File: src/rtl/mux_ctrl_pkg.sv
// Shared definitions for the selector control path: debounce FSM state
// encoding and the default debounce window used by the selector top level.
package mux_ctrl_pkg;

    typedef enum logic [1:0] {
        IDLE    = 2'd0,
        FILT_DN = 2'd1,
        DOWN    = 2'd2,
        FILT_UP = 2'd3
    } state_t;

    // 20 ms at 50 MHz
    localparam int CNT_MAX_DEFAULT = 999_999;

endpackage

File: src/rtl/sync_2ff.sv
// Generic 1-bit two-flop synchroniser for bringing an asynchronous level into
// the local clock domain; both flops reset to RST_VAL.
module sync_2ff #(
    parameter logic RST_VAL = 1'b1
) (
    input  logic clk,
    input  logic rst,
    input  logic d,
    output logic q
);

    logic s1;

    always_ff @(posedge clk) begin
        if (rst) begin
            s1 <= RST_VAL;
            q  <= RST_VAL;
        end else begin
            s1 <= d;
            q  <= s1;
        end
    end

endmodule

File: src/rtl/mux_sel_ctrl.sv
// Push-button front end for the 2:1 selector: synchronises and debounces an
// active-low key, emits a one-cycle press pulse and toggles the sel level.
module mux_sel_ctrl
    import mux_ctrl_pkg::*;
#(
    parameter int   CNT_MAX  = CNT_MAX_DEFAULT,
    parameter logic SEL_INIT = 1'b0
) (
    input  logic sys_clk,
    input  logic sys_rst,
    input  logic key_in,
    output logic sel,
    output logic key_flag,
    output logic key_busy
);

    localparam int CNT_W = $clog2(CNT_MAX);
    localparam logic [CNT_W-1:0] CNT_LAST = CNT_W'(CNT_MAX - 1);

    state_t           state;
    logic [CNT_W-1:0] cnt;
    logic             key_s;

    // Sync flops reset to 1 so a key held through reset looks released first
    sync_2ff #(
        .RST_VAL(1'b1)
    ) u_sync (
        .clk(sys_clk),
        .rst(sys_rst),
        .d  (key_in),
        .q  (key_s)
    );

    // key_busy is written alongside each state change so it always matches
    // (state != IDLE) without an extra cycle of lag.
    always_ff @(posedge sys_clk) begin
        if (sys_rst) begin
            state    <= IDLE;
            cnt      <= '0;
            key_flag <= 1'b0;
            key_busy <= 1'b0;
            sel      <= SEL_INIT;
        end else begin
            key_flag <= 1'b0;
            case (state)
                IDLE: begin
                    if (!key_s) begin
                        state    <= FILT_DN;
                        cnt      <= '0;
                        key_busy <= 1'b1;
                    end
                end
                FILT_DN: begin
                    if (key_s) begin
                        state    <= IDLE;
                        cnt      <= '0;
                        key_busy <= 1'b0;
                    end else if (cnt == CNT_LAST) begin
                        state    <= DOWN;
                        cnt      <= '0;
                        key_flag <= 1'b1;
                        sel      <= ~sel;
                    end else begin
                        cnt <= cnt + 1'b1;
                    end
                end
                DOWN: begin
                    if (key_s) begin
                        state <= FILT_UP;
                        cnt   <= '0;
                    end
                end
                FILT_UP: begin
                    // Release must be stable for the full window before IDLE
                    if (!key_s) begin
                        state <= DOWN;
                        cnt   <= '0;
                    end else if (cnt == CNT_LAST) begin
                        state    <= IDLE;
                        cnt      <= '0;
                        key_busy <= 1'b0;
                    end else begin
                        cnt <= cnt + 1'b1;
                    end
                end
                default: begin
                    state    <= IDLE;
                    cnt      <= '0;
                    key_busy <= 1'b0;
                end
            endcase
        end
    end

endmodule
File: config.mk
export PLATFORM = sky130hd
export DESIGN_NAME = mux_sel_ctrl
export DESIGN_NICKNAME = d
export VERILOG_FILES = /design/src/rtl/mux_ctrl_pkg.sv /design/src/rtl/sync_2ff.sv /design/src/rtl/mux_sel_ctrl.sv
export SDC_FILE = /design/constraint.sdc
export NUM_CORES = 1
export LEC_CHECK = 0
export ABC_CLOCK_PERIOD_IN_PS = 1700
export BUFFER_PORTS_ARGS = -buffer_cell sky130_fd_sc_hd__clkbuf_2
export CAP_MARGIN = 5
export CELL_PAD_IN_SITES_DETAIL_PLACEMENT = 0
export CELL_PAD_IN_SITES_GLOBAL_PLACEMENT = 1
export CORE_MARGIN = 5
export CORE_UTILIZATION = 45
export DETAILED_ROUTE_END_ITERATION = 8
export PLACE_DENSITY_LB_ADDON = 0.08
export SYNTH_ARGS = -nofsm -noshare
export SYNTH_HDL_FRONTEND = slang
export SYNTH_HIERARCHICAL = 1
export SYNTH_SLANG_ARGS = --single-unit
File: constraint.sdc
create_clock -name sys_clk -period 1.7 [get_ports sys_clk]
set_input_delay 0.17 -clock sys_clk [delete_from_list [all_inputs] [get_ports sys_clk]]
set_output_delay 0.17 -clock sys_clk [all_outputs]
set_load 0.02 [all_outputs]
==> key figures, run 1 <==
Floorplan
  – Die Footprint: 4241 µm²
  – Core Region: 2978 µm²
  – I/O pin cnt: 6
  – Initial Utilization: 0.4592
  – Die height: 65.13 µm
  – Cell Rows: 20
  – Floorplan die width: ~65 µm

Worst hold path
  – Hold crit path type: input pin to flip-flop

Placement
  – Placed wire-length estimate: 2446 µm
  – GPL Wtd Cong: 0.8062
  – Cells after DPL: about 220
  – Input/output buffers: 5

STA
  – Worst-margin pin slew: 0.6793 ns
  – Final worst-path cycle share: 1.006
  – F_max: 0.5845 GHz
  – Tmin final: between 1.5 and 2 ns
  – Setup ws final: -0.01093 ns
  – RSZ-0062 raised after global routing: true
  – Hold WS: about 0.27 ns
  – Fin. max-slew vios: 0
  – Setup-failing EPs final: 1
  – Post-route setup TNS: -0.01093 ns
  – Final Skew: 0.007554 ns
  – Worst slew margin: 0.5447
  – Fin. Hold Viols: 0

Layout
  – Filler instances: 289
  – Final nets: slightly above 200
  – Area grow syn2layout: 34.77%
  – Final core area utilization: 0.6189
  – Fin cells: between 200 and 250
  – Layout cells sized above 1: 0.3800
  – Antenna Cells: 0

Logic synthesis
  – Post-synthesis instance area: 1368 µm²
  – Synth Area per Inst: 8.390 µm²
  – Synth area leader: dfxtp_1
  – YS warnings: 6
  – Register area share after synthesis: 0.3952
  – Ys async rst share: 0
  – EDFF count, synth: 0
  – Net Count, Synth: between 150 and 200
  – Area share of the leading cell type in the synthesized netlist: 0.3952
  – Gate Count Post-Synth: 163
  – Most common cell in the synthesized netlist: dfxtp_1
  – Commonest register cell after synthesis: dfxtp_1
  – Synth cell types: 38
  – Ranking of synthesized cells by area: dfxtp_1 (40%), a31oi_1 (6.4%), a21oi_1 (5.9%)
  – Commonest cells in the netlist: dfxtp_1 (27), a21oi_1 (16), a31oi_1 (14), nand2_1 (14), nand3_1 (9)
  – FF+latch count, synth: 27

Drt
  – Detailed Route WL: slightly below 4000 µm
  – Vias: 1364
  – Final ANT Viol Nets: 0
  – 1st-iter DRT viols: 85
  – Post-route DRC: 0
  – DR vias/cell: 5.854
  – Detailed Routing Iterations Pass 1: 4
  – Routed len/inst: 16.87 µm

Worst setup path
  – CP bufs+invs: 2
  – CP cell instances: nand4bb_4, nor4_4, a211oi_4, buf_12, buf_8, a21oi_2, o21ai_1
  – WS Path Type: flip-flop to flip-flop
  – CP startpoint kind: flip-flop
  – Crit-path slowest cell: nor4_4
  – Critical Path End Type: flip-flop
  – Worst EP arrival: 1.95 ns
  – Max incr delay on CP: about 0.39 ns
  – Worst-path fanout max: 7
  – CP Data Required Time: 1.94 ns
  – Delay-heaviest family, CP: simple AND/OR/NAND/NOR gates

Global route
  – Largest net degree at the start of global routing: 15
  – Total grt overflow: 0
  – Grt met2 use: 0.3091
  – Met1 Use GR: 0.2527
  – Total GRT Usage: 0.1886
  – Vias in the first global route: 1298
  – First-pass GRT wire length: 6196 µm
  – Met3 usage: 0.03077
  – GRT busiest layer: met2
  – Initial antenna violation count: 0

Power
  – Worst VDD drop: about 0.35 mV
  – P_leak: 0.6772 nW
  – Power Density: approximately 540 nW/µm²

Clocking
  – Root Driver: clkbuf_4
  – Worst skew pair latency: 0.34 ns
  – CTS tree: built
  – CTS Buf Count: 3
  – Clock-pin slew on the worst setup and hold paths: about 0.16 ns
  – Clk buf depth: 2
  – Clock sinks: 27
  – H-tree levels: 1

Status
  – Status: finished, violations left
  – Failing checks: negative setup slack

Job
  – Max-cap violations: 0
## sequential cells by signal, indices dropped and copies added (netlist names), named ones only
register	count
key_flag	1
u_sync/q	1
state	1
cnt	20
key_busy	1
sel	1
u_sync/s1	1
## cells by family after synthesis
logic type / count (synthesis) / synth area share
AOI/OAI and AO/OA: 45 / 0.1912
xor gates and xnor gates: 5 / 0.03752
adders and majority gates: 2 / 0.01830
buffers and inverters: 13 / 0.05306
DFF: 27 / 0.3952
and+or+nand+nor: 71 / 0.3047
## what timing repair did
item,CTS,global route
gates resized for setup,16,32
buffers inserted,7,2
endpoints found under the hold margin,1,0
pin swaps,5,12
hold buffers,1,0
endpoints found under the setup margin,2,19
cloned,1,0
## worst min-delay path, delay by kind of cell
family	cells	cell delay, ns
compound gates	1	0.05
buf+inv	2	0.36
## cell usage in the layout (no fill, tap or decap), types with 4 or more instances in the layout
master    count
dfxtp_1      16
a21oi_1      12
a31oi_1      13
inv_1         6
buf_4        29
nand4_1       6
nand2_1      14
a21oi_2       4
dfxtp_2      11
nand3_1       9
o21ai_1       6
or3_1         5
nor2_1        8
clkbuf_2      5
## where the power goes
group	leakage (nW)	switching (mW)	internal (mW)
Clock	0.0150	0.204	0.0922
Sequential	0.224	0.00286	0.637
Combinational	0.438	0.0321	0.0181
## routing by layer
metal,up-vias,wire length [µm]
li1,680,-
met1,644,1835
met2,30,1888
met3,10,132
met4,0,74
met5,-,0
## path summary, 6_finish.rpt
check | to | slack (ns) | start | cells past startpoint
min | cnt[8] | 0.27 | sys_rst | 3
max | cnt[6] | -0.01 | cnt[10] | 7
max reg2reg | cnt[6] | -0.01 | cnt[10] | 7
min reg2reg | u_sync/q | 0.43 | u_sync/s1 | 1
## metrics by stage
stage | setup WS [ns] | power (mW) | instance area (µm²)
2_1_floorplan | 0.1665 | 0.6797 | 1368
3_3_place_gp | 0.05883 | 0.6956 | 1584
3_5_place_dp | -0.01618 | 0.6967 | 1584
4_1_cts | -0.01071 | 0.9837 | 1749
5_1_grt | -0.09611 | 1.032 | 1843
6_report | -0.01093 | 0.9862 | 1843
## final cells by class
class	count	area (µm²)	share of cell area
multi-input cells	123	877.1	0.4759
flip-flops and latches	27	554.3	0.3007
repair buffers	40	321.6	0.1745
well taps	33	41.29	0.02240
clock buffers	4	26.28	0.01426
inverters	6	22.52	0.01222
(Power assumes the default switching activity.)
==> run 2: changes to the inputs <==
Settings changed: MAX_ROUTING_LAYER set to met4, SYNTH_HIERARCHICAL 1 to unset.
==> run 2 against run 1 <==
- the flow still finishes with violations (negative setup slack)
- count of clock-buffer cells in the layout shrank 1
- highest routed layer unchanged
- critical path depth is the same
- sequential power is essentially flat
- synthesized cell count shrank 1.8%
- critical endpoint is now cnt[4]
- via count grew 6.2%
- wire length grew 1.6%
- largest power group unchanged
- first-iteration DRC count shrank 16%
==> key figures, run 2 <==
Status
  – Status: finished, violations left
  – Failing checks: negative setup slack

Power
  – P_leak: 0.8275 nW
  – Power Density: 499.6 nW/µm²
  – Total power: 1.016 mW
  – Worst VDD drop: 0.4190 mV

Global route
  – Largest net degree at the start of global routing: 17
  – Grt met2 use: 0.3570
  – Met1 Use GR: 0.2505
  – Total grt overflow: 0
  – Initial antenna violation count: 0
  – Met3 usage: 0.02763
  – Total GRT Usage: 0.2044
  – GRT busiest layer: met2
  – Vias in the first global route: roughly 1500
  – First-pass GRT wire length: 6610 µm

STA
  – Setup ws final: -0.2076 ns
  – RSZ-0062 raised after global routing: true
  – Setup-failing EPs final: 22
  – Fin. max-slew vios: 0
  – Final Skew: about 0.013 ns
  – Final worst-path cycle share: 1.122
  – Fin. Hold Viols: 0
  – Worst-margin pin slew: around 0.76 ns
  – F_max: 0.5242 GHz
  – Tmin final: roughly 1.9 ns
  – Worst slew margin: 0.4895
  – Hold WS: 0.2731 ns

Layout
  – Antenna Cells: 0
  – Filler instances: 212
  – Commonest non-fill, non-tap cell in the layout: buf_4
  – Largest Register: cnt
  – Area grow syn2layout: 52.53%
  – Final nets: 223
  – Most frequent cells in the layout: buf_4 (43), dfxtp_1 (19), nand2_1 (13)
  – Final non-filler cell area: 2034 µm²
  – Max reg flops: 20
  – Layout cells sized above 1: 0.4470
  – Fin cells: around 250

Logic synthesis
  – Most common cell in the synthesized netlist: dfxtp_1
  – Synth area leader: dfxtp_1
  – YS warnings: 0
  – Register area share after synthesis: 0.4053
  – Commonest register cell after synthesis: dfxtp_1
  – Synth Area per Inst: 8.336 µm²
  – Net Count, Synth: 165
  – Ys async rst share: 0
  – Synth cell types: 35
  – Commonest cells in the netlist: dfxtp_1 (27), nand2_1 (13), a21oi_1 (12), nor2_1 (12), nand3_1 (10)
  – Post-synthesis instance area: between 1000 and 1500 µm²
  – Ranking of synthesized cells by area: dfxtp_1 (41%), a22o_1 (5.3%), a21oi_1 (4.5%)
  – Area share of the leading cell type in the synthesized netlist: 0.4053
  – EDFF count, synth: 0
  – FF+latch count, synth: 27
  – Gate Count Post-Synth: 160

Drt
  – Final ANT Viol Nets: 0
  – Vias: 1448
  – Detailed Route WL: ~4000 µm
  – Routed len/inst: 16.09 µm
  – DR vias/cell: 5.839
  – Post-route DRC: 0
  – Detailed Routing Iterations Pass 1: 4
  – 1st-iter DRT viols: 71

Clocking
  – H-tree levels: 1
  – Worst skew pair latency: about 0.34 ns
  – Clk buf depth: 2
  – Clock-pin slew on the worst setup and hold paths: 0.16 ns
  – CTS Buf Count: 3
  – CTS tree: built
  – Root Driver: clkbuf_4
  – Clock sinks: 27

Placement
  – GPL Wtd Cong: 0.8174
  – Area post-placement: 1700 µm²
  – Placed wire-length estimate: between 2000 and 3000 µm
  – Cells after DPL: 229
  – Pre-CTS setup slack: -0.4531 ns
  – Input/output buffers: 5

Floorplan
  – Die Footprint: 4153 µm²
  – Die height: 64.44 µm
  – Initial Utilization: 0.4755
  – Floorplan die width: 64.44 µm
  – Core Region: 2805 µm²
  – I/O pin cnt: 6
  – Cell Rows: 19

Worst hold path
  – Hold crit path type: input pin to flip-flop
  – Hold Path Cell Cnt: 3
  – Hold Path End: cnt[1]
  – Hold_sp: sys_rst

Job
  – Max-cap violations: 0

Worst setup path
  – FF-to-FF End: cnt[4]
  – Critical Path End Type: flip-flop
  – Worst-path fanout max: 5
  – CP Data Required Time: just under 2 ns
  – Reg2reg path depth: 7
  – Worst EP arrival: roughly 2.2 ns
  – WS Path Type: flip-flop to flip-flop
  – CP startpoint kind: flip-flop
  – R2r setup slk: -0.21 ns
  – Worst r2r src: cnt[19]
==> run 2: critical path: stages (launching register included) <==
cell and delay (ns):
dfxtp_1 0.37, or3b_4 0.41, nor4_4 0.28, buf_4 0.19, a211oi_4 0.07, buf_6 0.16, clkbuf_16 0.15, a22o_1 0.18
==> run 2: cell type report <==
cell class	instances	area, µm²	share of cell area
Timing Repair Buffer	60	504.2	0.2478
Sequential cell	27	550.5	0.2706
Clock buffer	3	22.52	0.01107
Multi-Input combinational cell	121	892.1	0.4385
Inverter	5	18.77	0.009225
Clock inverter	1	7.507	0.003690
Tap cell	31	38.79	0.01907
==> run 2: power breakdown <==
part / internal (mW) / switching (mW) / leakage, nW / total, mW
logic: 0.0335 / 0.0424 / 0.591 / 0.0759
registers: 0.638 / 0.00325 / 0.222 / 0.641
clock network: 0.0901 / 0.209 / 0.0139 / 0.299
==> run 2: per-layer routing <==
metal	part of all wire	up-vias
met1	0.43	699
met3	0.045	8
li1	-	706
met4	0.013	0
met2	0.51	35
met5	0	-
==> run 2: worst max-delay path by stage <==
stage | to | start | slack (ns) | cells after the start
floorplan | cnt[18] | cnt[12] | -0.11 | 6
global placement | cnt[10] | cnt[0] | -0.39 | 8
detailed placement | cnt[10] | cnt[0] | -0.45 | 8
CTS | cnt[15] | cnt[12] | -0.13 | 6
global route | cnt[6] | cnt[19] | -0.28 | 8
finish | cnt[4] | cnt[19] | -0.21 | 7
==> run 2: logic make-up (layout without fill, tap and decap cells) <==
kind of cell,Yosys count,in the layout,share of synthesized area
DFF,27,27,0.4053
AOI/OAI and AO/OA,41,42,0.1979
muxes,2,2,0.01501
and+or+nand+nor,68,68,0.2767
buffers and inverters,13,69,0.04033
adders and majority gates,2,2,0.01876
xor gates and xnor gates,7,7,0.04597
==> run 2: what timing repair did <==
| action | CTS | global route |
|---|---|---|
| endpoints found under the setup margin | 18 | 25 |
| gates resized for setup | 31 | 14 |
| hold buffers | 0 | 1 |
| setup buffers | 9 | 4 |
| endpoints found under the hold margin | 0 | 1 |
| pin swaps | 14 | 22 |
| gates cloned | 1 | 1 |
==> run 2: metrics by stage <==
step	utilization	setup TNS, ns
finish	0.7252	-3.186
global route	0.7252	-4.769
CTS	0.6820	-1.707
detailed placement	0.6062	-6.150
global placement	0.6062	-5.206
floorplan	-	-0.8840
